[config.mk]
export PLATFORM = sky130hd
export DESIGN_NAME = alu_multicycle
export DESIGN_NICKNAME = d
export VERILOG_FILES = /design/src/rtl/alu_multicycle.sv
export SDC_FILE = /design/constraint.sdc
export NUM_CORES = 1
export LEC_CHECK = 0
export ABC_AREA = 1
export BUFFER_PORTS_ARGS = -buffer_cell sky130_fd_sc_hd__buf_4
export CORE_MARGIN = 2
export CORE_UTILIZATION = 58
export DETAILED_ROUTE_END_ITERATION = 10
export GPL_TIMING_DRIVEN = 0
export PLACE_DENSITY = 0.8
export SLEW_MARGIN = 20
export SYNTH_ARGS = -nofsm -noshare
export SYNTH_HDL_FRONTEND = slang
export SYNTH_SLANG_ARGS = --single-unit
[constraint.sdc]
create_clock -name clk -period 2.6 [get_ports clk]
set_input_delay 0.13 -clock clk [delete_from_list [all_inputs] [get_ports clk]]
set_output_delay 0.13 -clock clk [all_outputs]
set_load 0.05 [all_outputs]
[src/rtl/alu_multicycle.sv]
// Multi-cycle ALU: single-cycle logic/arith/compare, iterative shift,
// shift-add multiply and restoring divide behind valid/ready handshakes.
// Ports: clk, rst_n, in_valid/in_ready, op, operand_a, operand_b,
//   out_valid/out_ready, result, overflow, div_by_zero, invalid_op.
module alu_multicycle #(
  parameter int DATA_WIDTH   = 32,
  parameter int OPCODE_WIDTH = 4,
  parameter int SHIFT_STEP   = 1
) (
  input  logic                    clk,
  input  logic                    rst_n,
  input  logic                    in_valid,
  output logic                    in_ready,
  input  logic [OPCODE_WIDTH-1:0] op,
  input  logic [DATA_WIDTH-1:0]   operand_a,
  input  logic [DATA_WIDTH-1:0]   operand_b,
  output logic                    out_valid,
  input  logic                    out_ready,
  output logic [DATA_WIDTH-1:0]   result,
  output logic                    overflow,
  output logic                    div_by_zero,
  output logic                    invalid_op
);
  localparam int W  = DATA_WIDTH;
  localparam int LW = $clog2(DATA_WIDTH);
  localparam int CW = LW + 1;
  localparam logic [LW-1:0] STEP_L = LW'(SHIFT_STEP);

  localparam logic [OPCODE_WIDTH-1:0] OP_ADD  = OPCODE_WIDTH'(0);
  localparam logic [OPCODE_WIDTH-1:0] OP_SUB  = OPCODE_WIDTH'(1);
  localparam logic [OPCODE_WIDTH-1:0] OP_SLT  = OPCODE_WIDTH'(2);
  localparam logic [OPCODE_WIDTH-1:0] OP_SLTU = OPCODE_WIDTH'(3);
  localparam logic [OPCODE_WIDTH-1:0] OP_AND  = OPCODE_WIDTH'(4);
  localparam logic [OPCODE_WIDTH-1:0] OP_OR   = OPCODE_WIDTH'(5);
  localparam logic [OPCODE_WIDTH-1:0] OP_XOR  = OPCODE_WIDTH'(6);
  localparam logic [OPCODE_WIDTH-1:0] OP_SLL  = OPCODE_WIDTH'(7);
  localparam logic [OPCODE_WIDTH-1:0] OP_SRL  = OPCODE_WIDTH'(8);
  localparam logic [OPCODE_WIDTH-1:0] OP_SRA  = OPCODE_WIDTH'(9);
  localparam logic [OPCODE_WIDTH-1:0] OP_MUL  = OPCODE_WIDTH'(10);
  localparam logic [OPCODE_WIDTH-1:0] OP_DIVU = OPCODE_WIDTH'(11);
  localparam logic [OPCODE_WIDTH-1:0] OP_REMU = OPCODE_WIDTH'(12);

  typedef enum logic [2:0] {
    S_IDLE, S_SHIFT, S_MUL, S_DIV, S_DONE
  } state_t;

  typedef enum logic [2:0] {
    K_ONE, K_SHF, K_MUL, K_DIV, K_INV
  } kind_t;

  state_t                  state;
  logic [OPCODE_WIDTH-1:0] op_q;
  logic [W-1:0]            a_q;
  logic [W-1:0]            b_q;
  logic [LW-1:0]           rem_cnt;
  logic [2*W-1:0]          acc;
  logic [2*W-1:0]          mcand;
  logic [W-1:0]            div_rem;
  logic [CW-1:0]           cnt;

  assign in_ready  = (state == S_IDLE);
  assign out_valid = (state == S_DONE);

  wire accept = in_valid && in_ready;

  // Single-cycle datapath and op classification
  logic [W-1:0] sum, diff, alu_res;
  logic         alu_ovf;
  kind_t        kind;

  always_comb begin
    sum     = operand_a + operand_b;
    diff    = operand_a - operand_b;
    alu_res = '0;
    alu_ovf = 1'b0;
    kind    = K_INV;
    case (op)
      OP_ADD: begin
        alu_res = sum;
        alu_ovf = (operand_a[W-1] == operand_b[W-1])
               && (sum[W-1] != operand_a[W-1]);
        kind    = K_ONE;
      end
      OP_SUB: begin
        alu_res = diff;
        alu_ovf = (operand_a[W-1] != operand_b[W-1])
               && (diff[W-1] != operand_a[W-1]);
        kind    = K_ONE;
      end
      OP_SLT: begin
        alu_res = W'($signed(operand_a) < $signed(operand_b));
        kind    = K_ONE;
      end
      OP_SLTU: begin
        alu_res = W'(operand_a < operand_b);
        kind    = K_ONE;
      end
      OP_AND: begin
        alu_res = operand_a & operand_b;
        kind    = K_ONE;
      end
      OP_OR: begin
        alu_res = operand_a | operand_b;
        kind    = K_ONE;
      end
      OP_XOR: begin
        alu_res = operand_a ^ operand_b;
        kind    = K_ONE;
      end
      OP_SLL, OP_SRL, OP_SRA: kind = K_SHF;
      OP_MUL:                 kind = K_MUL;
      OP_DIVU, OP_REMU:       kind = K_DIV;
      default:                kind = K_INV;
    endcase
  end

  // Shift step: never shift past the remaining amount
  logic [LW-1:0] step_amt;
  logic [W-1:0]  sh_val;
  logic          sh_last;

  always_comb begin
    step_amt = (rem_cnt < STEP_L) ? rem_cnt : STEP_L;
    sh_last  = (rem_cnt <= STEP_L);
    case (op_q)
      OP_SLL:  sh_val = a_q << step_amt;
      OP_SRL:  sh_val = a_q >> step_amt;
      default: sh_val = $signed(a_q) >>> step_amt;
    endcase
  end

  // Multiply step: b_q is the multiplier
  logic [2*W-1:0] acc_nx;
  logic           mul_last;

  always_comb begin
    acc_nx   = b_q[0] ? acc + mcand : acc;
    mul_last = ((b_q >> 1) == '0);
  end

  // Restoring divide step: a_q shifts out dividend, shifts in quotient
  logic [W:0]   rem_sh;
  logic         ge;
  logic [W-1:0] rem_nx, quo_nx;

  always_comb begin
    rem_sh = {div_rem, a_q[W-1]};
    ge     = (rem_sh >= {1'b0, b_q});
    rem_nx = ge ? W'(rem_sh - {1'b0, b_q}) : rem_sh[W-1:0];
    quo_nx = {a_q[W-2:0], ge};
  end

  always_ff @(posedge clk or negedge rst_n) begin
    if (!rst_n) begin
      state       <= S_IDLE;
      op_q        <= '0;
      a_q         <= '0;
      b_q         <= '0;
      rem_cnt     <= '0;
      acc         <= '0;
      mcand       <= '0;
      div_rem     <= '0;
      cnt         <= '0;
      result      <= '0;
      overflow    <= 1'b0;
      div_by_zero <= 1'b0;
      invalid_op  <= 1'b0;
    end else begin
      case (state)
        S_IDLE: begin
          if (accept) begin
            op_q        <= op;
            a_q         <= operand_a;
            b_q         <= operand_b;
            result      <= '0;
            overflow    <= 1'b0;
            div_by_zero <= 1'b0;
            invalid_op  <= 1'b0;
            case (kind)
              K_ONE: begin
                result   <= alu_res;
                overflow <= alu_ovf;
                state    <= S_DONE;
              end
              K_SHF: begin
                rem_cnt <= operand_b[LW-1:0];
                state   <= S_SHIFT;
              end
              K_MUL: begin
                acc   <= '0;
                mcand <= {{W{1'b0}}, operand_a};
                // zero multiplicand: product is zero, finish at once
                b_q   <= (operand_a == '0) ? '0 : operand_b;
                state <= S_MUL;
              end
              K_DIV: begin
                div_rem <= '0;
                cnt     <= '0;
                state   <= S_DIV;
              end
              default: begin
                invalid_op <= 1'b1;
                state      <= S_DONE;
              end
            endcase
          end
        end
        S_SHIFT: begin
          a_q     <= sh_val;
          rem_cnt <= rem_cnt - step_amt;
          if (sh_last) begin
            result <= sh_val;
            state  <= S_DONE;
          end
        end
        S_MUL: begin
          acc   <= acc_nx;
          mcand <= mcand << 1;
          b_q   <= b_q >> 1;
          if (mul_last) begin
            result   <= acc_nx[W-1:0];
            overflow <= |acc_nx[2*W-1:W];
            state    <= S_DONE;
          end
        end
        S_DIV: begin
          if (b_q == '0) begin
            div_by_zero <= 1'b1;
            result      <= (op_q == OP_DIVU) ? '1 : a_q;
            state       <= S_DONE;
          end else begin
            a_q     <= quo_nx;
            div_rem <= rem_nx;
            cnt     <= cnt + CW'(1);
            if (cnt == CW'(W - 1)) begin
              result <= (op_q == OP_DIVU) ? quo_nx : rem_nx;
              state  <= S_DONE;
            end
          end
        end
        S_DONE: begin
          if (out_ready) state <= S_IDLE;
        end
        default: state <= S_IDLE;
      endcase
    end
  end
endmodule

==> results by group, run 1 <==
Synth
  – Count of flip-flops with a built-in enable after synthesis: 0
  – Cell with the most instances after synthesis: nand2_1
  – Cell Area, Synth: 0.0277 mm2
  – Yosys synthesis warning count: 0
  – Synthesized flop and latch total: 277
  – Post-synth top area share: 25.0%
  – Share of the yosys chip area belonging to registers: 25.0%
  – Asr flop ratio synth: 100%
  – Top cells by instance count after synthesis: nand2_1 (1200), inv_1 (807), nor2_1 (366)
  – Count of different cell masters after synthesis: 55
  – Mapped Avg Cell Area: 6.20 um2
  – Most instantiated flip-flop cell in the synthesis netlist: dfrtp_1
  – Most area-consuming cells after synthesis: dfrtp_1 (25%), nand2_1 (16%), inv_1 (11%)
  – Total nets after synthesis: 4753
  – Gate count of the mapped netlist: 4475
  – Largest area contributor in the netlist: dfrtp_1

Run status
  – Stopping stage: global routing
  – Error text reported by the tool: [ERROR GRT-0232] Routing congestion too high. Check the congestion heatmap in the GUI.
  – Outcome: did not finish

Place
  – Port Buffers: 108
  – Last weighted congestion value of the routability-driven placer: 1.12
  – HPWL after detailed placement: 102000 um

STA
  – Worst ep type: register input
  – Endpoint pin with the least setup slack after global-route repair: overflow$_DFFE_PN0P_/D

CTS
  – Number of buffers created by CTS: 35
  – Bufs on Longest Clock Path: 3
  – TritonCTS sink count: 277
  – Clock H-tree levels: 2
  – Root Buffer: clkbuf_16

GRT
  – Pin count of the biggest net entering global routing: 97
  – Gr ovfl total: 1729
  – All-layer global routing usage: 89.7%

Die
  – Num ports: 109
  – Die width: 223 um
  – Floorplan die height: 223 um
  – Initial standard-cell utilization of the core: 58.5%
  – Row count: 80
## per-stage QoR
stage / area, um2 / setup WS [ns] / cells
after CTS: 34100 / -0.146 / 5399
after global placement: 29300 / -1.38 / 5198
after detailed placement: 29400 / -1.02 / 5201
after floorplan: 27700 / 0.0843 / 4475
## kinds of logic after synthesis
family | synth area share (%)
buffers and inverters | 13.6
flip-flops | 25.0
XOR/XNOR | 2.18
AO/OA/AOI/OAI | 20.7
adder cells (fa/ha/maj) | 9.40
AND/OR/NAND/NOR | 29.2
## layer usage
layer	track usage, %	overflow
met1	87.5	114
met2	105	994
met3	76.7	97
met4	91.4	512
met5	56.0	12
## what timing repair did
action / 4_1_cts
hold endpoints to repair: 122
pin swaps: 116
cloned: 7
hold buffers: 37
buffers inserted: 94
setup endpoints to repair: 240
gates resized for setup: 540
==> run 2, diff against run 1 <==
--- a/config.mk
+++ b/config.mk
@@ -8,10 +8,10 @@
 export ABC_AREA = 1
 export BUFFER_PORTS_ARGS = -buffer_cell sky130_fd_sc_hd__buf_4
 export CORE_MARGIN = 2
-export CORE_UTILIZATION = 58
+export CORE_UTILIZATION = 40
 export DETAILED_ROUTE_END_ITERATION = 10
 export GPL_TIMING_DRIVEN = 0
-export PLACE_DENSITY = 0.8
+export PLACE_DENSITY_LB_ADDON = 0.15
 export SLEW_MARGIN = 20
 export SYNTH_ARGS = -nofsm -noshare
 export SYNTH_HDL_FRONTEND = slang
==> constraint.sdc (replaced) <==
create_clock -name clk -period 3.4 [get_ports clk]
set_input_delay 0.17 -clock clk [delete_from_list [all_inputs] [get_ports clk]]
set_output_delay 0.17 -clock clk [all_outputs]
set_load 0.05 [all_outputs]
==> results by group, run 2 <==
Cells and area
  – Number of cells in the finished layout apart from fillers: 5620
  – Area growth from synthesis to layout: 13.9%
  – Count of fill cells added during filler insertion: 7537
  – Most frequent cells in the layout: nand2_1 (1193), inv_1 (806), nor2_1 (351)
  – Registers with the most flip-flops: acc x64, mcand x64
  – Most common library cell in the layout ignoring fill and taps: nand2_1
  – Ratio of cells with drive above 1 in the final layout: 7.04%
  – Number of nets in the layout: 4939
  – Area of all placed cells without fillers: 0.0316 mm2

Synth
  – Post-synth top area share: 25.0% (unchanged)
  – Top cells by instance count after synthesis: nand2_1 (1200), inv_1 (807), nor2_1 (366)
  – Cell Area, Synth: 0.0277 mm2 (unchanged)
  – Total nets after synthesis: 4753 (unchanged)
  – Largest area contributor in the netlist: dfrtp_1
  – Asr flop ratio synth: 100% (unchanged)
  – Cell with the most instances after synthesis: nand2_1
  – Share of the yosys chip area belonging to registers: 25.0% (unchanged)
  – Gate count of the mapped netlist: 4475 (unchanged)
  – Mapped Avg Cell Area: 6.20 um2 (unchanged)
  – Count of flip-flops with a built-in enable after synthesis: 0 (unchanged)
  – Count of different cell masters after synthesis: 55 (unchanged)
  – Most instantiated flip-flop cell in the synthesis netlist: dfrtp_1
  – Synthesized flop and latch total: 277 (unchanged)
  – Yosys synthesis warning count: 0 (unchanged)
  – Most area-consuming cells after synthesis: dfrtp_1 (25%), nand2_1 (16%), inv_1 (11%)

CTS
  – Bufs on Longest Clock Path: 3 (unchanged)
  – Clock tree from TritonCTS: built
  – TritonCTS sink count: 277 (unchanged)
  – Clock slew seen by the registers of the worst setup and hold paths: 0.06 ns
  – Root Buffer: clkbuf_16
  – Number of buffers created by CTS: 38 (+8.6%)
  – Worst skew pair latency: 0.58 ns
  – Clock H-tree levels: 2 (unchanged)

STA
  – Final critical-path setup slack: 0.00684 ns
  – Portion of the clock cycle consumed by the worst path in the final layout: 99.8%
  – Number of endpoints failing setup at the final stage: 0
  – Skew final: 0.0355 ns
  – Final Hold Vio Count: 0
  – Period minus WS final: 3.39 ns
  – Final max-slew violation count: 0
  – Worst Tran Pin Value: 1.19 ns
  – Fmax: 295 MHz
  – Relative slew margins: 20.6%

Worst setup path
  – Type of element launching the critical path: flip-flop
  – Setup crit end kind: flip-flop
  – Crit path required time: 3.85 ns
  – Arr. time, crit path: 3.84 ns
  – Timing startpoint of the critical path: acc[0]
  – Launching point of the worst reg2reg path: acc[0]
  – Crit path max fanout: 3
  – Startpoint-to-endpoint class of the critical path: flip-flop to flip-flop

Die
  – Die width: 267 um (+20%)
  – Floorplan die height: 267 um (+20%)
  – Num ports: 109 (unchanged)
  – Row count: 96 (+20%)
  – Area of the die: 0.0715 mm2
  – Initial standard-cell utilization of the core: 40.4% (-18 points)
  – Area of the core region: 0.0686 mm2

Route
  – Detailed-route DRC error count: 0
  – Average via count per standard cell: 5.60
  – Post-Route M1 WL: 55500 um
  – Wire length after detailed routing: 134000 um
  – Total met2 wirelength after detailed routing: 59200 um
  – Vias after detailed routing: 31500
  – Routed length on met3: 11800 um
  – Final routed wire length divided by cell count: 23.9 um
  – Number of detailed-route iterations in the first pass: 6
  – Antenna violation net count after detailed routing: 0
  – Highest metal layer with signal wires: met5
  – DRC violation total after the first TritonRoute iteration: 3749

Power and ir drop
  – Net switching component of the power: 17.0 mW
  – Net Sw Frac: 56.3%
  – Clock share of power: 13.9%
  – Cell area power density: 957 mW/mm2
  – Register share of total power: 19.3%
  – Cell-internal power: 13.2 mW
  – Static Leakage: 16.1 nW
  – Combinational share of power: 66.9%
  – Worst ir drop on vdd: 772 uV

Place
  – Placed Instances: 5519 (+6.1%)
  – Last weighted congestion value of the routability-driven placer: 1.04 (-6.5%)
  – Port Buffers: 108 (unchanged)
  – DP Area: 0.0298 mm2 (+1.5%)
  – Post-Place Setup Slack: -0.499 ns (+0.523 ns)
  – HPWL after detailed placement: 110000 um (+8.1%)

Run status
  – Outcome: finished clean

GRT
  – Pin count of the biggest net entering global routing: 91
  – Global-route wire length before repair: 194000 um
  – All-layer global routing usage: 37.1%
  – Gr ovfl total: 0
  – Number of global-route vias before repair: 29500
  – Number of antenna violations at the first check in global routing: 7

Run
  – Reported max-cap violation count: 0

Worst hold path
  – Worst hold path class: input port to flip-flop
  – Worst min-delay path startpoint: operand_a[8]
==> run 2: timing repair <==
action,4_1_cts,5_1_grt
endpoints found under the setup margin,17,26
gates cloned,0,0
endpoints found under the hold margin,129,0
pin swaps,1,3
resized for setup,12,52
hold buffers,30,0
buffers inserted,0,3
==> run 2: cell families after synthesis <==
family | Yosys count | synth area share [%]
buf+inv | 983 | 13.6
xor+xnor | 69 | 2.18
fa+ha+maj | 206 | 9.40
simple gates | 1972 | 29.2
compound gates | 968 | 20.7
flops | 277 | 25.0
==> run 2: per-stage QoR <==
| stage | TNS [ns] | power (mW) | util, % | hold slack, ns |
|---|---|---|---|---|
| 3_3_place_gp | -153.95 | 25.2 | 43.3 | 0.468 |
| 6_report | 0 | 30.2 | 46.1 | 0.0223 |
| 4_1_cts | -0.260 | 29.6 | 45.8 | 0.00656 |
| 3_5_place_dp | -2.21 | 25.2 | 43.5 | 0.100 |
| 5_1_grt | -0.00506 | 32.3 | 46.1 | 0.0229 |
| 2_1_floorplan | 0 | 18.6 | - | -0.126 |
==> run 2: worst max-delay path, cell delays in order (launching register included) <==
cell and delay, ns:
dfrtp_1 0.38, ha_1 0.24, fa_1 0.44, nand3_2 0.14, nor2_1 0.09, inv_1 0.06
nand3_1 0.18, nand2_1 0.14, nand3_2 0.16, xor2_1 0.19, o21ai_0 0.66, nand3_1 0.29
nor2_2 0.23, nor2_1 0.06
==> run 2: cell type report <==
cell class	instances	area [um2]	share of cell area (%)
plain buffers	155	669	2.12
well taps	931	1160	3.69
flip-flops and latches	277	6930	21.9
diodes	1	2.50	0.00792
multi-input cells	3215	17200	54.5
clock buffers	53	1100	3.47
inverters	828	3110	9.84
clock inverters	14	158	0.499
repair buffers	146	1240	3.92
==> run 2: power by group through the flow <==
stage / clock network (mW) / registers, mW / logic [mW]
global placement: 0 / 5.82 / 19.4
global route: 4.38 / 5.93 / 22.0
CTS: 4.23 / 5.78 / 19.6
finish: 4.19 / 5.82 / 20.2
floorplan: 0 / 6.08 / 12.5
detailed placement: 0 / 5.81 / 19.4
==> run 2: worst paths after layout <==
path	to	slack, ns	depth (start not counted)
max	result[22]	0.007	13
min	mcand[8]	0.02	3
max reg2reg	result[22]	0.007	13
min reg2reg	result[25]	0.49	2
max in group asynchronous	b_q[3]	1.65	5
min in group asynchronous	mcand[17]	0.08	2
==> run 2: routing by layer <==
layer  vias to the layer above  global-route usage, %
met5                         -                      0
met4                         8                   19.2
met3                       281                   7.35
met2                      1432                   58.7
met1                     14800                   47.9
li1                      14900                      -
(Power assumes the default switching activity.)
==> run 3, diff against run 2 <==
--- a/config.mk
+++ b/config.mk
@@ -5,7 +5,7 @@
 export SDC_FILE = /design/constraint.sdc
 export NUM_CORES = 1
 export LEC_CHECK = 0
-export ABC_AREA = 1
+export ABC_AREA = 0
 export BUFFER_PORTS_ARGS = -buffer_cell sky130_fd_sc_hd__buf_4
 export CORE_MARGIN = 2
 export CORE_UTILIZATION = 40
==> results by group, run 3 <==
STA
  – Final Hold Vio Count: 0 (unchanged)
  – Portion of the clock cycle consumed by the worst path in the final layout: 124% (+24 points)
  – Worst Tran Pin Value: 1.21 ns (+0.0268 ns)
  – Total negative slack for setup checks: -5.84 ns (-5.84 ns)
  – Final critical-path setup slack: -0.820 ns (-0.827 ns)
  – Fmax: 237 MHz (-20%)
  – RSZ-0062 raised after global routing: yes
  – Relative slew margins: 19.1% (-1.4 points)
  – Final max-slew violation count: 0 (unchanged)
  – Skew final: 0.0336 ns (-0.00188 ns)
  – Period minus WS final: 4.22 ns (+0.827 ns)
  – Final worst hold slack: 0.00900 ns (-0.0133 ns)
  – Number of endpoints failing setup at the final stage: 31 (+31)

Route
  – Detailed-route DRC error count: 0 (unchanged)
  – Final routed wire length divided by cell count: 26.1 um (+9.2%)
  – Average via count per standard cell: 6.28 (+12%)
  – Antenna violation net count after detailed routing: 0 (unchanged)
  – DRC violation total after the first TritonRoute iteration: 3008 (-20%)
  – Vias after detailed routing: 28000 (-11%)
  – Number of detailed-route iterations in the first pass: 9 (+3)
  – Wire length after detailed routing: 116000 um (-14%)

Die
  – Floorplan die height: 255 um (-4.7%)
  – Row count: 91 (-5.2%)
  – Die width: 255 um (-4.7%)
  – Num ports: 109 (unchanged)
  – Area of the core region: 0.0619 mm2 (-9.7%)
  – Initial standard-cell utilization of the core: 40.6% (+0.19 points)
  – Area of the die: 0.0649 mm2 (-9.1%)

Synth
  – Count of flip-flops with a built-in enable after synthesis: 0 (unchanged)
  – Share of the yosys chip area belonging to registers: 27.5% (+2.6 points)
  – Asr flop ratio synth: 100% (unchanged)
  – Share of the synthesized netlist area taken by xor and xnor gates: 3.31% (+1.1 points)
  – Largest area contributor in the netlist: dfrtp_1
  – Top cells by instance count after synthesis: nand2_1 (415), nor2_1 (348), a21oi_1 (312)
  – Mapped Avg Cell Area: 7.57 um2 (+22%)
  – Gate count of the mapped netlist: 3324 (-26%)
  – Cell with the most instances after synthesis: nand2_1
  – Mux share of post-synthesis cell area: 2.89% (+2.9 points)
  – Compound-Gate Fraction of Synth Area: 30.1% (+9.4 points)
  – Total nets after synthesis: 3602 (-24%)
  – Most area-consuming cells after synthesis: dfrtp_1 (28%), ha_1 (10%), a21oi_1 (6.2%)
  – Post-Synth Adder-Cell Area: 10.4% (+0.96 points)
  – Dominant combinational cell family by area after synthesis: compound AO/OA/AOI/OAI gates
  – Simple-gate portion of the synthesized area: 19.5% (-9.7 points)
  – Synthesized flop and latch total: 277 (unchanged)
  – Yosys synthesis warning count: 0 (unchanged)
  – Count of different cell masters after synthesis: 99 (+80%)
  – Post-synth top area share: 27.5% (+2.6 points)
  – Cell Area, Synth: 0.0252 mm2 (-9.3%)
  – Most instantiated flip-flop cell in the synthesis netlist: dfrtp_1

Cells and area
  – Registers with the most flip-flops: acc x64, mcand x64
  – Number of nets in the layout: 3865 (-22%)
  – Most common library cell in the layout ignoring fill and taps: nand2_1
  – Ratio of cells with drive above 1 in the final layout: 16.7% (+9.6 points)
  – Antenna fix cells: 0 (-1)
  – Most frequent cells in the layout: nand2_1 (412), nor2_1 (329), dfrtp_1 (264)
  – Area growth from synthesis to layout: 24.7%
  – Number of cells in the finished layout apart from fillers: 4451 (-21%)

Worst setup path
  – Arr. time, crit path: 4.67 ns (+0.83 ns)
  – Setup slack on the worst flop-to-flop path: -0.82 ns (-0.83 ns)
  – Reg-to-reg endpoint: overflow
  – Launching point of the worst reg2reg path: acc[0]
  – Setup crit end kind: flip-flop
  – Crit path max fanout: 4 (+1)
  – Crit path required time: 3.85 ns (about the same)
  – Type of element launching the critical path: flip-flop
  – Startpoint-to-endpoint class of the critical path: flip-flop to flip-flop
  – Number of cell instances on the worst register-to-register path: 14 (+1)

Power and ir drop
  – Worst ir drop on vdd: 706 uV (-8.5%)
  – Cell area power density: 1090 mW/mm2 (+14%)
  – Total power: 34.4 mW (+14%)
  – Static Leakage: 13.5 nW (-16%)

GRT
  – Number of global-route vias before repair: 25900 (-12%)
  – Gr ovfl total: 0 (unchanged)
  – Global-route wire length before repair: 168000 um (-13%)
  – Number of antenna violations at the first check in global routing: 2 (-5)
  – Pin count of the biggest net entering global routing: 92 (+1.1%)
  – All-layer global routing usage: 34.7% (-2.4 points)

Place
  – Placed Instances: 4273 (-23%)
  – Post-Place Setup Slack: -1.48 ns (-0.985 ns)
  – Port Buffers: 107 (-0.93%)
  – HPWL after detailed placement: 87900 um (-20%)
  – Last weighted congestion value of the routability-driven placer: 1.03 (-1.6%)

CTS
  – Clock slew seen by the registers of the worst setup and hold paths: 0.06 ns (about the same)
  – Root Buffer: clkbuf_16
  – Worst skew pair latency: 0.57 ns (about the same)
  – TritonCTS sink count: 277 (unchanged)
  – Bufs on Longest Clock Path: 3 (unchanged)
  – Number of buffers created by CTS: 37 (-2.6%)
  – Clock tree from TritonCTS: built
  – Clock H-tree levels: 2 (unchanged)

Worst hold path
  – Worst hold stages: 3 (unchanged)
  – Worst min-delay path startpoint: operand_a[9]
  – Worst hold path class: input port to flip-flop
  – Worst Hold End: mcand[9]

Run status
  – Violations in the final reports: negative setup slack
  – Outcome: finished, violations left

Run
  – Reported max-cap violation count: 0 (unchanged)
run 3: cell types whose count changed after synthesis, sizes merged, moves of 66 or more:
cell    change
nand2     -790
inv       -634
a21o       +82
clkbuf     +88
o22ai     -106
nand3     -193
mux2i      +66
run 3: worst max path at each step:
stage	from	to	cells past startpoint
final	acc[0]	overflow	14
after global routing	acc[0]	overflow	15
after CTS	acc[0]	overflow	14
after detailed placement	b_q[28]	result[12]	11
after global placement	b_q[20]	result[4]	11
after floorplan	a_q[31]	result[28]	16
run 3: cells by family after synthesis:
family / after synthesis
XOR/XNOR: 95
buffers and inverters: 419
AO/OA/AOI/OAI: 1151
flip-flops: 277
AND/OR/NAND/NOR: 1104
adder cells (fa/ha/maj): 206
multiplexers: 72
run 3: routing by layer:
layer  GRT usage [%]  vias up  routed length, um  part of all wire [%]
met4            20.4        2               7900                   6.8
li1                -    12600                  -                     -
met5               0        -                 11                0.0095
met3            6.25      300              10600                   9.1
met1            46.7    13600              48200                    41
met2            52.0     1457              49500                    43
run 3: area by class of cell:
class	count	area (um2)
well taps	837	1050
inverters	192	728
flip-flops and latches	277	6950
repair buffers	255	2240
clock buffers	54	1070
fillers	6184	30500
multi-input cells	2628	18300
clock inverters	12	125
plain buffers	196	902
run 3: where the power goes:
group          leakage [nW]  total [mW]  internal, mW  switching (mW)
Sequential             3.44        6.80          4.78            2.01
Clock                 0.580        4.01          2.35            1.67
Combinational          9.46        23.5          9.20            14.3
run 3: timing repair:
action | in CTS | in global routing
resized for setup | 231 | 206
pin swaps | 69 | 105
setup buffers | 56 | 46
gates cloned | 2 | 2
hold buffers | 43 | 0
endpoints found under the hold margin | 142 | 0
setup endpoints to repair | 158 | 92
run 3: stage by stage:
| stage | instance area [um2] | util [%] |
|---|---|---|
| after global placement | 27100 | 43.7 |
| final | 31400 | 50.7 |
| after global routing | 31400 | 50.7 |
| after floorplan | 25200 | - |
| after CTS | 30200 | 48.8 |
| after detailed placement | 27200 | 43.9 |
run 3: worst max-delay path, stage by stage (launching register included):
cell       delay, ns
dfrtp_1         0.43
ha_4            0.19
fa_2            0.40
a211oi_4        0.28
o21ai_2         0.13
a211o_1         0.39
o2111a_2        0.35
a31o_1          0.23
a311oi_2        0.29
o2111ai_1       0.19
nor4_1          0.34
nand4_1         0.20
nor4_4          0.33
and4b_2         0.33
nor2_2          0.05
